==> src/rtl/coin_acceptor_if.sv <==
// Coin-acceptor bundle: coin/price/cancel/ack from the front panel and dispenser,
// credit/vend/reject/change status back; master drives the inputs, slave is the acceptor.
interface coin_acceptor_if #(
   parameter int PRICE_W = 9
);
   logic               coin_valid;
   logic [1:0]         coin_type;
   logic [PRICE_W-1:0] price;
   logic               cancel;
   logic               change_ack;
   logic [PRICE_W-1:0] credit;
   logic               coin_reject;
   logic               vend;
   logic [PRICE_W-1:0] change;
   logic               change_valid;
   logic               busy;

   modport master (
      output coin_valid, coin_type, price, cancel, change_ack,
      input  credit, coin_reject, vend, change, change_valid, busy
   );

   modport slave (
      input  coin_valid, coin_type, price, cancel, change_ack,
      output credit, coin_reject, vend, change, change_valid, busy
   );
endinterface

==> src/rtl/coin_acceptor.sv <==
// Accumulates coin credit against a latched price; vends with change or refunds on cancel.
// All outputs registered (1-cycle response); change held in PAYOUT until change_ack.
module coin_acceptor #(
   parameter int MAX_CREDIT = 399,
   parameter int PRICE_W    = 9
) (
   input  logic            clk,
   input  logic            reset,
   coin_acceptor_if.slave  bus
);
   typedef enum logic [1:0] {IDLE, COLLECT, PAYOUT} state_t;

   localparam logic [PRICE_W:0] MAX_W = (PRICE_W+1)'(MAX_CREDIT);

   state_t             state, state_nxt;
   logic [PRICE_W-1:0] credit_q, credit_nxt;
   logic [PRICE_W-1:0] price_q, price_nxt;
   logic [PRICE_W-1:0] change_q, change_nxt;
   logic               vend_q, vend_nxt;
   logic               reject_q, reject_nxt;
   logic               cvalid_q, busy_q;

   logic [PRICE_W-1:0] coin_val;
   logic [PRICE_W-1:0] eff_price;
   logic [PRICE_W:0]   new_credit;
   logic               coin_fits;
   logic               paid;

   always_comb begin
      coin_val = '0;
      unique case (bus.coin_type)
         2'b00: coin_val = PRICE_W'(1);
         2'b01: coin_val = PRICE_W'(5);
         2'b10: coin_val = PRICE_W'(10);
         2'b11: coin_val = PRICE_W'(25);
      endcase
   end

   // credit is zero in IDLE, so the same sum serves the first coin of a transaction
   assign eff_price  = (state == IDLE) ? bus.price : price_q;
   assign new_credit = {1'b0, credit_q} + {1'b0, coin_val};
   assign coin_fits  = (new_credit <= MAX_W);
   assign paid       = (new_credit >= {1'b0, eff_price});

   always_ff @(posedge clk or posedge reset) begin
      if (reset) begin
         state    <= IDLE;
         credit_q <= '0;
         price_q  <= '0;
         change_q <= '0;
         vend_q   <= 1'b0;
         reject_q <= 1'b0;
         cvalid_q <= 1'b0;
         busy_q   <= 1'b0;
      end else begin
         state    <= state_nxt;
         credit_q <= credit_nxt;
         price_q  <= price_nxt;
         change_q <= change_nxt;
         vend_q   <= vend_nxt;
         reject_q <= reject_nxt;
         cvalid_q <= (state_nxt == PAYOUT);
         busy_q   <= (state_nxt != IDLE);
      end
   end

   always_comb begin
      state_nxt = state;
      unique case (state)
         IDLE:    if (bus.coin_valid && coin_fits) state_nxt = paid ? PAYOUT : COLLECT;
         COLLECT: if (bus.cancel || (bus.coin_valid && coin_fits && paid)) state_nxt = PAYOUT;
         PAYOUT:  if (bus.change_ack) state_nxt = IDLE;
         default: state_nxt = IDLE;
      endcase
   end

   always_comb begin
      credit_nxt = credit_q;
      price_nxt  = price_q;
      change_nxt = change_q;
      vend_nxt   = 1'b0;
      reject_nxt = 1'b0;
      unique case (state)
         IDLE, COLLECT: begin
            if (state == COLLECT && bus.cancel) begin
               change_nxt = credit_q;
               reject_nxt = bus.coin_valid;
            end else if (bus.coin_valid) begin
               if (coin_fits) begin
                  credit_nxt = new_credit[PRICE_W-1:0];
                  if (state == IDLE) price_nxt = bus.price;
                  if (paid) begin
                     vend_nxt   = 1'b1;
                     change_nxt = new_credit[PRICE_W-1:0] - eff_price;
                  end
               end else begin
                  reject_nxt = 1'b1;
               end
            end
         end
         PAYOUT: begin
            reject_nxt = bus.coin_valid;
            if (bus.change_ack) begin
               credit_nxt = '0;
               change_nxt = '0;
            end
         end
         default: ;
      endcase
   end

   assign bus.credit       = credit_q;
   assign bus.coin_reject  = reject_q;
   assign bus.vend         = vend_q;
   assign bus.change       = change_q;
   assign bus.change_valid = cvalid_q;
   assign bus.busy         = busy_q;
endmodule
==> src/flat_wrapper.sv <==
// flat-port wrapper written by rule: the top's interface ports become plain ports
module coin_acceptor_flat 
#(
   parameter int MAX_CREDIT = 399,
   parameter int PRICE_W    = 9
)
  (clk, reset, bus_coin_valid, bus_coin_type, bus_price, bus_cancel, bus_change_ack, bus_credit, bus_coin_reject, bus_vend, bus_change, bus_change_valid, bus_busy);
  coin_acceptor_if #(.PRICE_W(PRICE_W)) bus_i ();
  input  logic clk;
  input  logic reset;
  input wire logic [$bits(bus_i.coin_valid)-1:0] bus_coin_valid;
  input wire logic [$bits(bus_i.coin_type)-1:0] bus_coin_type;
  input wire logic [$bits(bus_i.price)-1:0] bus_price;
  input wire logic [$bits(bus_i.cancel)-1:0] bus_cancel;
  input wire logic [$bits(bus_i.change_ack)-1:0] bus_change_ack;
  output wire logic [$bits(bus_i.credit)-1:0] bus_credit;
  output wire logic [$bits(bus_i.coin_reject)-1:0] bus_coin_reject;
  output wire logic [$bits(bus_i.vend)-1:0] bus_vend;
  output wire logic [$bits(bus_i.change)-1:0] bus_change;
  output wire logic [$bits(bus_i.change_valid)-1:0] bus_change_valid;
  output wire logic [$bits(bus_i.busy)-1:0] bus_busy;
  assign bus_i.coin_valid = bus_coin_valid;
  assign bus_i.coin_type = bus_coin_type;
  assign bus_i.price = bus_price;
  assign bus_i.cancel = bus_cancel;
  assign bus_i.change_ack = bus_change_ack;
  assign bus_credit = bus_i.credit;
  assign bus_coin_reject = bus_i.coin_reject;
  assign bus_vend = bus_i.vend;
  assign bus_change = bus_i.change;
  assign bus_change_valid = bus_i.change_valid;
  assign bus_busy = bus_i.busy;
  coin_acceptor #(.MAX_CREDIT(MAX_CREDIT), .PRICE_W(PRICE_W)) u_core (.clk(clk), .reset(reset), .bus(bus_i));
endmodule
==> config.mk <==
export PLATFORM = sky130hd
export DESIGN_NAME = coin_acceptor_flat
export DESIGN_NICKNAME = d
export VERILOG_FILES = /design/src/rtl/coin_acceptor_if.sv /design/src/rtl/coin_acceptor.sv /design/src/flat_wrapper.sv
export SDC_FILE = /design/constraint.sdc
export NUM_CORES = 1
export LEC_CHECK = 0
export BUFFER_PORTS_ARGS = -buffer_cell sky130_fd_sc_hd__buf_2
export CAP_MARGIN = 15
export CORE_ASPECT_RATIO = 0.5
export CORE_MARGIN = 5
export CORE_UTILIZATION = 45
export DETAILED_ROUTE_END_ITERATION = 7
export GPL_ROUTABILITY_DRIVEN = 0
export PLACE_DENSITY = 0.66
export SLEW_MARGIN = 5
export SYNTH_ARGS = -nofsm -noshare
export SYNTH_HDL_FRONTEND = slang
export SYNTH_SLANG_ARGS = --single-unit
==> constraint.sdc <==
create_clock -name clk -period 5.8 [get_ports clk]
set_input_delay 0.87 -clock clk [delete_from_list [all_inputs] [get_ports clk]]
set_output_delay 0.87 -clock clk [all_outputs]
set_load 0.01 [all_outputs]
==> metrics, run 1 <==
CP most frequent cell ha_1; CTS tree yes; R2R Setup Slk 1.60 ns; largest net degree at the start of global routing 34; first-pass GRT wire length 10,200 um; pins over their slew limit 0; Worst Hold Class reg2reg; Num CTS Buffers 5; Total GRT Usage 0.178; Die Area 7320 sq um; FF-to-FF path depth 14; status completed; setup TNS 0 ns; asr flop ratio synth 1.00; Critical Path Sink Type register; Remaining DRCs 0; #FFs+latches synth 33; hold-fix buffer count after cts 0; Final Cycle Share 0.795; maximum clock frequency 217 MHz; worst skew pair latency 0.28 ns; Root Buffer clkbuf_16; CP Launch Point bus_coin_type[0]; clk_skew 0.00581 ns; hold_sp u_core.price_q[1]; setup violators final 0; type of origin of the critical path primary input; slew margin rel. 0.582; worst hold path depth 1; router iterations before antenna repair 4; global route overflow 0; io pins 38; largest cells by area after synthesis dfrtp_1 33%, mux2i_1 8.3%, ha_1 6.4%; IO Port Bufs 37; synth unique cells 53; clock tree sinks 33; sequential element share of the synthesized area 0.326; layout cells sized above 1 0.242; wire length per cell 16.4 um; clk slew on worst S/H paths 0.05 ns; Hold Path End u_core.price_q[1]; RSZ-0062 raised after global routing false; final wirelength 6060 um; Initial DRC Count 104; Arr. time, crit path 4.77 ns; mapped cell area 2530 sq um; Core ar. 5470 sq um; Crit Path Max Fanout 8; worst path bufs/invs 2; Crit Path Category in2reg; die extent in y 63.0 um; post-DP HPWL 4740 um; EDFF count, synth 0; Top FF cell, synth dfrtp_1; Post-Synthesis Cells 261; max-capacitance violation count 0; Critical Path RT 5.95 ns; Yosys top cell by area dfrtp_1; number of core rows 19; Mapped Nets 292; mean area per synthesized cell 9.70 sq um; Post-layout nets 328; crit-path cells buf_2 -> nand2b_1 -> ha_1 -> fa_1 -> a21o_1 -> a21oi_1 -> mux2i_1 -> a2111o_1 -> ha_1 -> and3_1 -> o31ai_1 -> a211oi_1 -> a311oi_1 -> buf_4 -> o31ai_4 -> mux2_2; # diodes 0; ANT nets after route 0; RR Startpoint u_core.bus.credit[0]; most frequent cells after synthesis 33 x dfrtp_1, 21 x mux2i_1, 21 x nor2_1; Synth top area share 0.326; Worst path top cell family by delay compound AO/OA/AOI/OAI gates; post-CTS setup buffers 0; maximum root-to-sink buffer count 2; Worst path max stage delay 0.47 ns; initial core utilization 0.463; Max H-tree Level 2; post-route minimum period 4.61 ns; final hold vios 0; area delta synth->final 14.4%; routed vias/inst 5.60; number of global-route vias before repair 2,014; synth warn 0; initial antenna violation count 0; CP max stage cell a2111o_1; worst flop-to-flop path endpoint u_core.bus.change[3]; die outline width 116 um; count leader, synth dfrtp_1; Resized Gates After CTS 0; worst-margin pin slew 0.626 ns; total number of vias 2,073
## sequential cells by signal, indices dropped and copies added (netlist names)
signal / count
u_core.bus.coin_reject: 1
u_core.bus.vend: 1
u_core.state: 2
u_core.bus.change: 9
u_core.bus.busy: 1
u_core.price_q: 9
u_core.bus.credit: 9
u_core.bus.change_valid: 1
## cells in the final DEF, fill, tap and decap left out, types with 2 or more instances in the layout
master / instances
o211ai_1: 2
o31a_1: 3
fa_1: 2
dfrtp_1: 33
clkbuf_16: 5
ha_1: 13
buf_4: 2
a211o_1: 3
a211oi_1: 4
nor2b_1: 5
nor2_1: 21
xor2_1: 3
o21ai_0: 10
buf_2: 37
and3_1: 3
or3_1: 2
nand2b_1: 7
inv_1: 16
mux2_2: 11
a31oi_1: 5
a21o_1: 5
and2_1: 7
a21oi_1: 12
o22ai_1: 3
mux2i_1: 21
xnor2_1: 3
nand4_1: 2
nand3_1: 4
mux2_4: 8
nand2_1: 18
o21a_1: 3
a311oi_1: 2
## metrics by stage
step | hold slack, ns | instance area [sq um] | setup WS, ns | utilization | instances
floorplan | 0.477 | 2530 | 1.34 | - | 261
global placement | 0.487 | 2750 | 1.04 | 0.504 | 363
detailed placement | 0.495 | 2750 | 0.901 | 0.504 | 363
CTS | 0.507 | 2900 | 1.19 | 0.530 | 370
global route | 0.525 | 2900 | 0.919 | 0.530 | 370
finish | 0.505 | 2900 | 1.19 | 0.530 | 370
## layout make-up
class	count	area, sq um
Fill cell	526	2570
Sequential cell	33	826
Tap cell	73	91.3
Inverter	16	60.1
Clock buffer	7	143
Timing Repair Buffer	39	200
Multi-Input combinational cell	202	1580
## metal layers
layer,vias to the layer above,wire (um),track usage
met2,54,2690,0.269
li1,1017,-,-
met5,-,0,0
met3,8,376,0.0464
met4,0,76,0.0492
met1,994,2920,0.252
## kinds of logic (layout without fill, tap and decap cells)
kind of cell / Yosys count / count (layout) / share of synthesized area
AO/OA/AOI/OAI: 63 / 63 / 0.177
XOR/XNOR: 7 / 7 / 0.0296
adder cells (fa/ha/maj): 15 / 15 / 0.0800
buffers and inverters: 26 / 62 / 0.0514
flip-flops: 33 / 33 / 0.326
multiplexers: 40 / 40 / 0.179
AND/OR/NAND/NOR: 77 / 77 / 0.157
## worst max path at each step
stage | to | slack, ns | cells after the start
after floorplan | u_core.bus.change[0] | 1.34 | 14
after detailed placement | u_core.bus.change[3] | 0.90 | 16
after global placement | u_core.bus.change[2] | 1.04 | 16
after global routing | u_core.bus.change[3] | 0.92 | 16
final | u_core.bus.change[3] | 1.19 | 16
after CTS | u_core.bus.change[3] | 1.19 | 16
Power of run 1 is left out: the tool's default activity adds up to more than one toggle a clock period on the data nets, which glitch-free logic cannot reach.
==> run 2: changes to the inputs <==
Settings changed: PLACE_DENSITY 0.66 to 0.69.
Clock period 5.8 ns to 3.8 ns, I/O delays scaled along.
==> run 2 against run 1 <==
Compared with the run above:
- clock-buffer cell count is the same
- wire length grew 15%
- highest routed layer unchanged
- critical path type unchanged
- critical path depth stayed put
- global-route usage is 2.0 points higher
==> metrics, run 2 (synthesized netlist as in run 1, its figures left out) <==
initial core utilization 0.463 (unchanged); initial antenna violation count 0 (unchanged); clk_skew 0.00602 ns (+0.000207 ns); Crit Path Category in2reg; Total GRT Usage 0.199 (+0.0205); io pins 38 (unchanged); Arr. time, crit path 3.78 ns (-0.99 ns); layout cells sized above 1 0.341 (+0.0990); first-pass GRT wire length 11,500 um (+13%); Crit Path Max Fanout 5 (-3); Max H-tree Level 2 (unchanged); clk slew on worst S/H paths 0.06 ns (about the same); global route overflow 0 (unchanged); ANT nets after route 0 (unchanged); status completed; hold-fix buffer count after cts 0 (unchanged); Critical Path RT 3.96 ns (-1.99 ns); Worst Hold Class in2async; maximum clock frequency 276 MHz; Num CTS Buffers 5 (unchanged); clock tree sinks 33 (unchanged); area of the multi-input gates 1680 sq um (+6.4%); CTS tree yes; setup violators final 0 (unchanged); worst-margin pin slew 0.604 ns (-0.0217 ns); maximum root-to-sink buffer count 2 (unchanged); Remaining DRCs 0 (unchanged); Finished Cell Area 3250 sq um (+12%); IO Port Bufs 37 (unchanged); Core Util, Final 0.595 (+0.0652); commonest non-fill, non-tap cell in the layout buf_2; Root Buffer clkbuf_16; router iterations before antenna repair 5 (+1); R2R Setup Slk 0.23 ns (-1.37 ns); post-route minimum period 3.62 ns; wire length per cell 17.4 um (+6.1%); post-CTS setup buffers 0 (unchanged); Final Cycle Share 0.954; final hold vios 0 (unchanged); FF-to-FF path depth 14 (unchanged); area delta synth->final 28.5%; largest net degree at the start of global routing 34 (unchanged); Core ar. 5470 sq um (unchanged); # diodes 0 (unchanged); Reg area 826 sq um (unchanged); Post-layout nets 358 (+9.1%); number of global-route vias before repair 2,230 (+11%); max-capacitance violation count 0 (unchanged); final wirelength 6970 um (+15%); number of core rows 19 (unchanged); pins over their slew limit 0 (unchanged); Critical Path Sink Type register; type of origin of the critical path primary input; post-DP HPWL 5410 um (+14%); total number of vias 2,264 (+9.2%); worst skew pair latency 0.28 ns (about the same); RR Startpoint u_core.bus.credit[0]; die extent in y 63.0 um (unchanged); routed vias/inst 5.65 (+0.77%); worst flop-to-flop path endpoint u_core.bus.change[3]; # fillers 470 (-11%); setup TNS 0 ns (unchanged); Initial DRC Count 180 (+73%); Resized Gates After CTS 0 (unchanged); RSZ-0062 raised after global routing false; slew margin rel. 0.586 (+0.00378); die outline width 116 um (unchanged); Die Area 7320 sq um (unchanged); DP Area 3060 sq um (+11%); commonest non-fill, non-tap cells in the layout 37 x buf_2, 33 x dfrtp_1, 32 x buf_4, 21 x mux2i_1, 21 x nor2_1
-- run 2: area by class of cell --
class                           count  area share
Tap cell                           73      0.0281
Clock buffer                        7      0.0438
Multi-Input combinational cell    202       0.516
Sequential cell                    33       0.254
Clock inverter                      1     0.00923
Inverter                           16      0.0185
Timing Repair Buffer               69       0.131
-- run 2: worst max-delay path by stage --
| stage | endpoint | slack [ns] | startpoint |
|---|---|---|---|
| floorplan | u_core.bus.change[0] | -0.01 | bus_coin_type[0] |
| global placement | u_core.bus.change[7] | -0.05 | bus_coin_type[0] |
| detailed placement | u_core.bus.change[3] | -0.19 | bus_coin_type[0] |
| CTS | u_core.bus.change[3] | 0.09 | bus_coin_type[0] |
| global route | u_core.bus.change[3] | 0.05 | bus_coin_type[0] |
| finish | u_core.bus.change[3] | 0.18 | bus_coin_type[0] |
-- run 2: stage by stage --
stage | cells | setup WS, ns | hold slack (ns)
floorplan | 261 | -0.00996 | 0.477
global placement | 393 | -0.0507 | 0.489
detailed placement | 393 | -0.186 | 0.498
CTS | 401 | 0.0886 | 0.404
global route | 401 | 0.0488 | 0.446
finish | 401 | 0.176 | 0.394
-- run 2: routing by layer --
layer  wire length [um]  vias to the layer above  global-route usage  part of all wire
li1                   -                     1081                   -                 -
met1               3270                     1070               0.295              0.47
met3                598                        6              0.0503             0.086
met5                  0                        -                   0                 0
met2               3060                      107               0.294              0.44
met4                 48                        0              0.0347            0.0069
-- run 2: critical path, cell delays in order --
cell,delay [ns]
buf_2,0.11
nand2b_4,0.15
ha_4,0.17
fa_2,0.36
a21o_1,0.19
a21oi_2,0.18
mux2i_1,0.10
a2111o_1,0.36
ha_4,0.29
and3_4,0.19
o31ai_2,0.07
a211oi_2,0.23
a311oi_4,0.10
o31ai_4,0.22
buf_4,0.19
mux2_4,0.30
Power of run 2 is left out for the same reason.
